[src/rtl/invaders_pkg.sv]
// Playfield geometry and state encoding shared by the invaders game blocks.
package invaders_pkg;

  localparam int ALIEN_W   = 30;
  localparam int ALIEN_H   = 20;
  localparam int COL_PITCH = 40;
  localparam int ROW_PITCH = 30;
  localparam int NUM_COLS  = 10;
  localparam int NUM_ROWS  = 5;
  localparam int PLAYER_W  = 30;
  localparam int PLAYER_H  = 20;
  localparam int SHOT_W    = 4;
  localparam int SHOT_H    = 8;
  localparam int SCREEN_H  = 480;
  localparam int PARK_ROW  = 500;

  typedef enum logic [1:0] {
    ST_COOLDOWN,
    ST_SELECT,
    ST_FLIGHT,
    ST_GAMEOVER
  } alien_shot_state_t;

endpackage

[src/rtl/alien_shot_if.sv]
// Formation/player inputs and shot/lives outputs of the enemy-fire engine.
interface alien_shot_if;

  logic        Move_En;
  logic [8:0]  Aliens_Row;
  logic [9:0]  Aliens_Col;
  logic [49:0] Aliens_Grid;
  logic [8:0]  Player_Row;
  logic [9:0]  Player_Col;
  logic [8:0]  Shot_Row;
  logic [9:0]  Shot_Col;
  logic        Shot_Onscreen;
  logic        Player_Hit;
  logic [1:0]  Lives;
  logic        Game_Over;

  modport master (
    output Move_En, Aliens_Row, Aliens_Col, Aliens_Grid, Player_Row, Player_Col,
    input  Shot_Row, Shot_Col, Shot_Onscreen, Player_Hit, Lives, Game_Over
  );

  modport slave (
    input  Move_En, Aliens_Row, Aliens_Col, Aliens_Grid, Player_Row, Player_Col,
    output Shot_Row, Shot_Col, Shot_Onscreen, Player_Hit, Lives, Game_Over
  );

endinterface

[src/rtl/alien_shot_lfsr10.sv]
// Free-running 10-bit Fibonacci LFSR, polynomial x^10+x^7+1, seeded with 10'h2A5.
module lfsr10 (
  input  logic       Clk,
  input  logic       Reset,
  output logic [9:0] q
);

  always_ff @(posedge Clk) begin
    if (Reset) q <= 10'h2A5;
    else       q <= {q[8:0], q[9] ^ q[6]};
  end

endmodule

[src/rtl/alien_shot.sv]
// Enemy-fire engine: picks a column, fires from its lowest alien, flies the shot and scores hits.
module alien_shot
  import invaders_pkg::*;
#(
  parameter int FIRE_DELAY  = 16,
  parameter int SHOT_STEP   = 8,
  parameter int START_LIVES = 3
) (
  input  logic         Clk,
  input  logic         Reset,
  alien_shot_if.slave  bus
);

  alien_shot_state_t state;
  logic [15:0] cnt;
  logic [3:0]  col;
  logic [3:0]  tries;
  logic [8:0]  shot_row;
  logic [9:0]  shot_col;
  logic        onscreen;
  logic        hit_q;
  logic [1:0]  lives;
  logic        game_over;

  logic [9:0] lfsr_q;
  logic       unused_lfsr;
  logic [3:0] col_init;

  lfsr10 u_lfsr (.Clk(Clk), .Reset(Reset), .q(lfsr_q));

  assign unused_lfsr = ^lfsr_q[9:4];
  assign col_init    = (lfsr_q[3:0] >= 4'd10) ? lfsr_q[3:0] - 4'd10 : lfsr_q[3:0];

  logic [NUM_ROWS-1:0] col_bits;
  logic                found;
  logic [2:0]          sel_r;
  logic [9:0]          sel_col_px;
  logic [8:0]          sel_row_px;
  logic                hit_now;
  logic [9:0]          step_row;

  always_comb begin
    found = 1'b0;
    sel_r = 3'd0;
    for (int r = 0; r < NUM_ROWS; r++) begin
      col_bits[r] = bus.Aliens_Grid[r*NUM_COLS + int'(col)];
      // ascending scan: the last live row wins, i.e. the lowest alien on screen
      if (col_bits[r]) begin
        found = 1'b1;
        sel_r = 3'(r);
      end
    end
    sel_col_px = 10'(int'(bus.Aliens_Col) + COL_PITCH*int'(col) + (ALIEN_W - SHOT_W)/2);
    sel_row_px = 9'(int'(bus.Aliens_Row) + ROW_PITCH*int'(sel_r) + ALIEN_H);
    hit_now = (int'(shot_col) + SHOT_W > int'(bus.Player_Col)) &&
              (int'(shot_col) < int'(bus.Player_Col) + PLAYER_W) &&
              (int'(shot_row) + SHOT_H > int'(bus.Player_Row)) &&
              (int'(shot_row) < int'(bus.Player_Row) + PLAYER_H);
    step_row = {1'b0, shot_row} + 10'(SHOT_STEP);
  end

  always_ff @(posedge Clk) begin
    if (Reset) begin
      state     <= ST_COOLDOWN;
      cnt       <= '0;
      col       <= '0;
      tries     <= '0;
      shot_row  <= 9'(PARK_ROW);
      shot_col  <= '0;
      onscreen  <= 1'b0;
      hit_q     <= 1'b0;
      lives     <= 2'(START_LIVES);
      game_over <= 1'b0;
    end else begin
      hit_q <= 1'b0;
      case (state)
        ST_COOLDOWN: begin
          if (bus.Move_En) begin
            if (cnt == 16'(FIRE_DELAY - 1)) begin
              cnt   <= '0;
              col   <= col_init;
              tries <= '0;
              state <= ST_SELECT;
            end else begin
              cnt <= cnt + 16'd1;
            end
          end
        end
        ST_SELECT: begin
          if (found) begin
            shot_col <= sel_col_px;
            shot_row <= sel_row_px;
            onscreen <= 1'b1;
            state    <= ST_FLIGHT;
          end else if (tries == 4'(NUM_COLS - 1)) begin
            state <= ST_COOLDOWN;
          end else begin
            col   <= (col == 4'(NUM_COLS - 1)) ? 4'd0 : col + 4'd1;
            tries <= tries + 4'd1;
          end
        end
        ST_FLIGHT: begin
          // a hit outranks a same-cycle step
          if (hit_now) begin
            hit_q    <= 1'b1;
            onscreen <= 1'b0;
            shot_row <= 9'(PARK_ROW);
            shot_col <= '0;
            if (lives <= 2'd1) begin
              lives     <= 2'd0;
              game_over <= 1'b1;
              state     <= ST_GAMEOVER;
            end else begin
              lives <= lives - 2'd1;
              state <= ST_COOLDOWN;
            end
          end else if (bus.Move_En) begin
            if (step_row >= 10'(SCREEN_H)) begin
              onscreen <= 1'b0;
              shot_row <= 9'(PARK_ROW);
              shot_col <= '0;
              state    <= ST_COOLDOWN;
            end else begin
              shot_row <= step_row[8:0];
            end
          end
        end
        ST_GAMEOVER: begin
          game_over <= 1'b1;
          lives     <= 2'd0;
          onscreen  <= 1'b0;
          shot_row  <= 9'(PARK_ROW);
          shot_col  <= '0;
        end
        default: state <= ST_COOLDOWN;
      endcase
    end
  end

  assign bus.Shot_Row      = shot_row;
  assign bus.Shot_Col      = shot_col;
  assign bus.Shot_Onscreen = onscreen;
  assign bus.Player_Hit    = hit_q;
  assign bus.Lives         = lives;
  assign bus.Game_Over     = game_over;

endmodule

[src/flat_wrapper.sv]
// flat-port wrapper written by rule: the top's interface ports become plain ports
module alien_shot_flat import invaders_pkg::*;
#(
  parameter int FIRE_DELAY  = 16,
  parameter int SHOT_STEP   = 8,
  parameter int START_LIVES = 3
)
  (Clk, Reset, bus_Move_En, bus_Aliens_Row, bus_Aliens_Col, bus_Aliens_Grid, bus_Player_Row, bus_Player_Col, bus_Shot_Row, bus_Shot_Col, bus_Shot_Onscreen, bus_Player_Hit, bus_Lives, bus_Game_Over);
  alien_shot_if bus_i ();
  input  logic Clk;
  input  logic Reset;
  input wire logic [$bits(bus_i.Move_En)-1:0] bus_Move_En;
  input wire logic [$bits(bus_i.Aliens_Row)-1:0] bus_Aliens_Row;
  input wire logic [$bits(bus_i.Aliens_Col)-1:0] bus_Aliens_Col;
  input wire logic [$bits(bus_i.Aliens_Grid)-1:0] bus_Aliens_Grid;
  input wire logic [$bits(bus_i.Player_Row)-1:0] bus_Player_Row;
  input wire logic [$bits(bus_i.Player_Col)-1:0] bus_Player_Col;
  output wire logic [$bits(bus_i.Shot_Row)-1:0] bus_Shot_Row;
  output wire logic [$bits(bus_i.Shot_Col)-1:0] bus_Shot_Col;
  output wire logic [$bits(bus_i.Shot_Onscreen)-1:0] bus_Shot_Onscreen;
  output wire logic [$bits(bus_i.Player_Hit)-1:0] bus_Player_Hit;
  output wire logic [$bits(bus_i.Lives)-1:0] bus_Lives;
  output wire logic [$bits(bus_i.Game_Over)-1:0] bus_Game_Over;
  assign bus_i.Move_En = bus_Move_En;
  assign bus_i.Aliens_Row = bus_Aliens_Row;
  assign bus_i.Aliens_Col = bus_Aliens_Col;
  assign bus_i.Aliens_Grid = bus_Aliens_Grid;
  assign bus_i.Player_Row = bus_Player_Row;
  assign bus_i.Player_Col = bus_Player_Col;
  assign bus_Shot_Row = bus_i.Shot_Row;
  assign bus_Shot_Col = bus_i.Shot_Col;
  assign bus_Shot_Onscreen = bus_i.Shot_Onscreen;
  assign bus_Player_Hit = bus_i.Player_Hit;
  assign bus_Lives = bus_i.Lives;
  assign bus_Game_Over = bus_i.Game_Over;
  alien_shot #(.FIRE_DELAY(FIRE_DELAY), .SHOT_STEP(SHOT_STEP), .START_LIVES(START_LIVES)) u_core (.Clk(Clk), .Reset(Reset), .bus(bus_i));
endmodule
[config.mk]
export PLATFORM = sky130hd
export DESIGN_NAME = alien_shot_flat
export DESIGN_NICKNAME = d
export VERILOG_FILES = /design/src/rtl/invaders_pkg.sv /design/src/rtl/alien_shot_if.sv /design/src/rtl/alien_shot_lfsr10.sv /design/src/rtl/alien_shot.sv /design/src/flat_wrapper.sv
export SDC_FILE = /design/constraint.sdc
export NUM_CORES = 1
export LEC_CHECK = 0
export ABC_AREA = 1
export CAP_MARGIN = 20
export CELL_PAD_IN_SITES_DETAIL_PLACEMENT = 1
export CELL_PAD_IN_SITES_GLOBAL_PLACEMENT = 2
export CORE_UTILIZATION = 26
export DETAILED_ROUTE_END_ITERATION = 6
export HOLD_SLACK_MARGIN = 0.12
export PLACE_DENSITY_LB_ADDON = 0.1
export SETUP_SLACK_MARGIN = 0.02
export SYNTH_ARGS = -nofsm -noshare
export SYNTH_HDL_FRONTEND = slang
export SYNTH_SLANG_ARGS = --single-unit
export TNS_END_PERCENT = 100
[constraint.sdc]
create_clock -name Clk -period 4.5 [get_ports Clk]
set_input_delay 0.9 -clock Clk [delete_from_list [all_inputs] [get_ports Clk]]
set_output_delay 0.9 -clock Clk [all_outputs]
set_load 0.02 [all_outputs]
# Word-level counts from Yosys, hierarchy flattened
# Cells that the tools add are included.
[word_totals] input_bits=91 reg_bits=60 out_inout_bits=24 wordCells=144
[classes] eq_ne=16 bitwise=2 n_mux=67 order_cmp=12 n_reduce_logical=16 addsub=18 multipliers=2
[op_table] operator="$lt A32 B8 Y1 const B" n=4
[op_table] operator="$mux W10" n=4
[op_table] operator="$mux W4" n=10
[op_table] operator="$mux W9" n=4
[op_table] operator="$gt A32 B10 Y1" n=1
[op_table] operator="$gt A32 B11 Y1" n=1
[op_table] operator="$lt A10 B32 Y1" n=1
[op_table] operator="$lt A11 B32 Y1" n=1
[op_table] operator="$pmux W10 S3" n=1
[op_table] operator="$pmux W9 S3" n=1
[op_table] operator="$bmux W1 S6" n=4
[op_table] operator="$mux W2" n=12
[op_table] operator="$mux W1" n=22
[op_table] operator="$add A9 B4 Y10 const B" n=2
[op_table] operator="$add A16 B1 Y16 const B" n=1
[op_table] operator="$eq A16 B4 Y1 const B" n=1
[op_table] operator="$mux W16" n=1
[op_table] operator="$pmux W4 S2" n=2
[op_table] operator="$add A5 B4 Y6 const A" n=2
[op_table] operator="$add A10 B3 Y11 const B" n=1
[op_table] operator="$add A10 B5 Y11 const B" n=1
[op_table] operator="$add A10 B10 Y10" n=1
[op_table] operator="$add A10 B5 Y10 const B" n=1
[op_table] operator="$add A9 B5 Y10 const B" n=1
[op_table] operator="other kinds (38)" n=53

# Logic depth before layout (Yosys ltp)
# Gate-level depths: netlist of the first run.
[depth] depth_word=13 depth_mapped=29 ltp_nobuf=27

# Hierarchy
# Synthesis of the first run repeated with hierarchy kept, for this count alone.
[unflattened] hier_cells=944 area_unflattened_um2=6239.7
[modules_own_cells] mod="alien_shot" cells_per_inst=913 seq_area_each_um2=1001.0 instances=1 area_per_inst_um2=5944.5
[modules_own_cells] mod="lfsr10" cells_per_inst=31 seq_area_each_um2=200.2 instances=1 area_per_inst_um2=295.3

# Worst setup path before layout of the first run
# No wires, ideal clock.
[synth_timing] kind="flip-flop to flip-flop" start="reg u_core.col[2]" end="reg u_core.shot_row[7], in the netlist u_core.bus.Shot_Row[7]" arrival_time_ns=4.230 setup_time_ns=0.134 t_required_ns=4.366 setup_slack_ns=0.136 period_less_slack_ns=4.364 stages_incl_launch_ff=28 path_cell_list="dfxtp_1 > buf_2 > inv_1 > ha_1 > clkbuf_1 > nand2_1 > a21oi_1 > nand3b_1 > nand3_1 > nand2_1 > nand2_2 > nor2_1 > a21oi_1 > ha_1 > inv_1 > fa_1 > ha_1 > inv_1 > ha_1 > inv_1 > nor2_1 > nor2_1 > o21bai_1 > a21o_1 > o21ai_0 > a21o_1 > nand4_1 > nand3_1"
[synth_via] elab_chain_cells=13 word_cells_on_any_way=34 classes_between="6 x add/sub; 1 x mul; 1 x eq/ne; 25 x mux; 1 x reduce/logical"
[synth_lines] item="start: declaration" line="alien_shot.sv:16" source="logic [3:0] col;"
[synth_lines] item="start signal: assignment" line="alien_shot.sv:81" source="col <= col_init;"
[synth_lines] item="start signal: assignment" line="alien_shot.sv:98" source="col <= (col == 4'(NUM_COLS - 1)) ? 4'd0 : col + 4'd1;"
[synth_lines] item="$add A4 B4 Y5" line="alien_shot.sv:46" source="col_bits[r] = bus.Aliens_Grid[r*NUM_COLS + int'(col)];"
[synth_lines] item="$bmux W1 S6" line="alien_shot.sv:46"
[synth_lines] item="$mux W1 (implied by the code) (2 in series)" line="alien_shot.sv:46"
[synth_lines] item="$mux W1" line="alien_shot.sv:48" source="if (col_bits[r]) begin"
[synth_lines] item="$mux W2 (2 in series)" line="alien_shot.sv:48"
[synth_lines] item="$mux W3" line="alien_shot.sv:48"
[synth_lines] item="$mul A4 B3 Y7" line="alien_shot.sv:54" source="sel_row_px = 9'(int'(bus.Aliens_Row) + ROW_PITCH*int'(sel_r) + ALIEN_H);"
[synth_lines] item="$add A9 B9 Y9" line="alien_shot.sv:54"
[synth_lines] item="$add A9 B6 Y9" line="alien_shot.sv:54"
[synth_lines] item="$mux W9" line="alien_shot.sv:90" source="if (found) begin"
[synth_lines] item="$pmux W9 S3" line="alien_shot.sv:76" source="case (state)"
[synth_lines] item="end signal: assignment" line="alien_shot.sv:68" source="shot_row <= 9'(PARK_ROW);"
[synth_lines] item="end signal: assignment" line="alien_shot.sv:92" source="shot_row <= sel_row_px;"
[synth_lines] item="end signal: assignment" line="alien_shot.sv:107" source="shot_row <= 9'(PARK_ROW);"
[synth_lines] item="end: declaration" line="alien_shot.sv:18" source="logic [8:0] shot_row;"
# Parallel ways exist; a longest one is shown, timed or not. The select of a mux whose other input is x is not followed.
# A chain may end at the register's enable or synchronous reset.

# Final worst setup path of the first run
[layout_timing] start="in bus_Aliens_Grid[12]" end="reg u_core.shot_row[7], in the netlist u_core.bus.Shot_Row[7]"
[layout_via] elab_chain_cells=12 word_cells_on_any_way=30 classes_between="2 x add/sub; 1 x mul; 1 x eq/ne; 25 x mux; 1 x reduce/logical"
[layout_lines] item="start: declaration" line="flat_wrapper.sv:15" source="input wire logic [$bits(bus_i.Aliens_Grid)-1:0] bus_Aliens_Grid;"
[layout_lines] item="$bmux W1 S6" line="alien_shot.sv:46"
[layout_lines] item="$mux W1 (implied by the code) (2 in series)" line="alien_shot.sv:46"
[layout_lines] item="$mux W1" line="alien_shot.sv:48"
[layout_lines] item="$mux W2 (2 in series)" line="alien_shot.sv:48"
[layout_lines] item="$mux W3" line="alien_shot.sv:48"
[layout_lines] item="$mul A4 B3 Y7" line="alien_shot.sv:54"
[layout_lines] item="$add A9 B9 Y9" line="alien_shot.sv:54"
[layout_lines] item="$add A9 B6 Y9" line="alien_shot.sv:54"
[layout_lines] item="$mux W9" line="alien_shot.sv:90"
[layout_lines] item="$pmux W9 S3" line="alien_shot.sv:76"
# Parallel ways exist; a longest one is shown, timed or not. The select of a mux whose other input is x is not followed.

==> results of run 1 <==
how the worst max path moves through the flow:
stage	from	to	slack (ps)	cells past startpoint
finish	bus_Aliens_Grid[12]	u_core.bus.Shot_Row[7]	270	27
global route	bus_Aliens_Grid[19]	u_core.bus.Shot_Row[7]	20	27
CTS	bus_Aliens_Grid[25]	u_core.bus.Shot_Row[8]	60	26
detailed placement	bus_Aliens_Grid[25]	u_core.bus.Shot_Row[8]	-260	26
global placement	bus_Aliens_Grid[25]	u_core.bus.Shot_Row[8]	-220	26
floorplan	u_core.col[2]	u_core.bus.Shot_Row[7]	140	27
logic make-up after synthesis:
group           count (synthesis)  synth area share, %
fa+ha+maj                      93                18.59
buf+inv                       151                10.02
other cells                     1              0.05877
flops                          60                18.82
simple gates                  504                35.69
compound gates                125                11.20
xor+xnor                       41                5.628
what timing repair did:
item / CTS / global route
gates resized for setup: 0 / 17
hold buffers: 0 / 0
endpoints found under the setup margin: 0 / 4
setup buffers: 0 / 1
state kept, by name, indices dropped and copies added (netlist names):
name and count:
u_core.u_lfsr.q 10, u_core.bus.Shot_Onscreen 1, u_core.bus.Shot_Col 10, u_core.bus.Game_Over 1
u_core.bus.Lives 2, u_core.bus.Shot_Row 9, u_core.cnt 16, u_core.tries 4
u_core.state 2, u_core.col 4, u_core.bus.Player_Hit 1
metrics by stage:
step,utilization [%],std cells
2_1_floorplan,-,975
3_3_place_gp,33.63,1414
3_5_place_dp,33.63,1414
4_1_cts,34.89,1430
5_1_grt,35.25,1431
6_report,35.25,1431
metal layers:
metal | up-vias | GRT usage [%] | wire length (µm)
met5 | - | 0 | 0
met2 | 70 | 29.34 | 9508
li1 | 3488 | - | -
met4 | 0 | 3.755 | 186
met3 | 13 | 2.314 | 517
met1 | 3066 | 21.04 | 9705
final cells by class:
class                           instances  area (µm²)  share of cell area (%)
Multi-Input combinational cell        764        4613                   55.10
Sequential cell                        60        1201                   14.35
Clock buffer                            9       225.2                   2.690
Tap cell                              319       399.1                   4.768
Timing Repair Buffer                  144        1366                   16.32
Clock inverter                          7       75.07                  0.8967
Inverter                              128       491.7                   5.874
power by group through the flow:
stage	clock network, mW	logic (mW)	registers (mW)
3_3_place_gp	0	5.71	0.790
5_1_grt	0.738	6.80	0.796
6_report	0.698	6.00	0.773
4_1_cts	0.724	5.79	0.780
2_1_floorplan	0	3.77	0.838
3_5_place_dp	0	5.73	0.790
placed cells by master, fill, tap and decap left out, types with 15 or more instances in the layout:
| cell type | count |
|---|---|
| a21oi_1 | 74 |
| buf_4 | 30 |
| clkdlybuf4s50_1 | 114 |
| dfxtp_1 | 60 |
| ha_1 | 88 |
| inv_1 | 124 |
| nand2_1 | 225 |
| nand3_1 | 97 |
| nand4_1 | 36 |
| nor2_1 | 86 |
| nor3_1 | 15 |
| o21ai_0 | 19 |
| xor2_1 | 33 |
worst max-delay path, cell delays in order:
cell and delay, ps:
clkdlybuf4s50_1 460, nand2_1 70, nand3_1 100, nand2_1 70, nand2_1 60, nand3_1 80, nand3_1 90, nand2_1 70
nand2_1 70, nand2_2 70, nor2_4 120, buf_4 140, ha_2 150, inv_1 40, fa_1 430, ha_1 280
inv_1 40, ha_1 280, inv_1 40, nor2_1 90, nor2_1 60, o21bai_1 130, a21o_1 150, o21ai_0 70
a21o_1 210, nand4_1 80, nand3_1 60
==> results.txt, run 1 <==
initial antenna violation count: 0
R2R depth: 26
f_max: 236.3 MHz
RSZ-0062 raised after global routing: no
Min-Delay Path Depth: 2
# H-tree levels: 3
drt wl/cell: 13.92 µm
WP data arrival: 4420 ps
Synth Flop Type: dfxtp_1
post-place setup slack: -263.9 ps
CORE AREA: 23750 µm²
number of flops mapped to enable cells by yosys: 0
Final nets: 1291
worst-margin pin slew: 696.3 ps
Tot GR Track Use: 16.56%
setup ws final: 268.3 ps
Post-Route Skew: 7.163 ps
fin crit share: 94.04%
synth unique cells: 48
Reg2Reg Setup Slack: 390 ps
hold endpoint: u_core.u_lfsr.q[8]
I/O Buffers: 114
# setup viols final: 0
layout cells sized above 1: 8.273%
post-route cell area: 8372 µm²
R2R Path End: u_core.bus.Shot_Row[7]
die width: 158.7 µm
Slew headroom: 53.27%
Syn Inst Count: 975
largest net degree at the start of global routing: 33
clock network fraction of total power: 9.3%
Initial Utilization: 26.86%
dominant cell type by area after synthesis: dfxtp_1
placed inst area: 7988 µm²
CTS Buffer Depth: 2
Site Rows: 56
nature of the critical path startpoint: primary input
Die Ht: 158.7 µm
Post-Syn Nets: 1159
register clock-pin slew on the reported worst setup and hold paths: 60 ps
total chip power: 7.472 mW
Detail Route Antenna Nets: 0
CTS tree: yes
kind of critical path: primary input to flip-flop
routed wire length: 19920 µm
Detailed Place HPWL: 16360 µm
synthesized area: 6381 µm²
Post-synth top cells: 226 x nand2_1, 124 x inv_1, 103 x nand3_1
Period minus WS final: 4232 ps
Area Overhead vs Synth: 31.20%
Crit. End Element: flip-flop
die area: 25170 µm²
most frequent cell after synthesis: nand2_1
first-pass iteration count of the detailed router: 4
first-pass GRT wire length: 32770 µm
share of the synthesized area in the top cell type: 18.82%
root buf cell: clkbuf_16
# DRC: 0
FFs w/ async S/R, synth: 0%
syn avg cell area: 6.545 µm²
hold_ws: 408.5 ps
register area share after synthesis: 18.82%
Required @ worst endpoint: 4690 ps
Synth Register Bits: 60
final hold violation count: 0
Min-Delay Startpoint: u_core.u_lfsr.q[7]
max cap viols: 0
setup TNS: 0 ps
sequential share of power: 10.3%
Ports: 115
worst skew pair latency: 340 ps
logic gate share of total power: 80.3%
placer congestion estimate: 0.7553
Internal: 3.798 mW
static leakage power: 3.932 nW
Num CTS Buffers: 9
synth top area cells: dfxtp_1 19%, ha_1 18%, nand2_1 13%, nand3_1 8.1%, inv_1 7.3%
Yosys Warn Count: 0
Net Switching: 3.674 mW
Final Slew Violations: 0
vias post-DR: 6637
CTS sink cnt: 60
fillers: 3007
FF-to-FF Start: u_core.col[2]
# diodes: 0
PD cells: 892.6 nW/µm²
Max FO, Critical Path: 3
Tightest Hold Check Type: flip-flop to flip-flop
status: completed
GR Overflow Total: 0
vias per std cell: 4.638
vias in the first global route: 6763
1st-iter DRT viols: 200
maximum VDD drop: 0.7621 mV
Sw Share: 49.17%
No activity file was read; power rests on OpenSTA's default activity.
==> inputs of run 2 (changes only) <==
--- a/config.mk
+++ b/config.mk
@@ -14,6 +14,7 @@
 export HOLD_SLACK_MARGIN = 0.12
 export PLACE_DENSITY_LB_ADDON = 0.1
 export SETUP_SLACK_MARGIN = 0.02
+export SLEW_MARGIN = 40
 export SYNTH_ARGS = -nofsm -noshare
 export SYNTH_HDL_FRONTEND = slang
 export SYNTH_SLANG_ARGS = --single-unit
==> results of run 2 <==
Same layout as run 1: the final DEF is identical, and so are final timing and power.
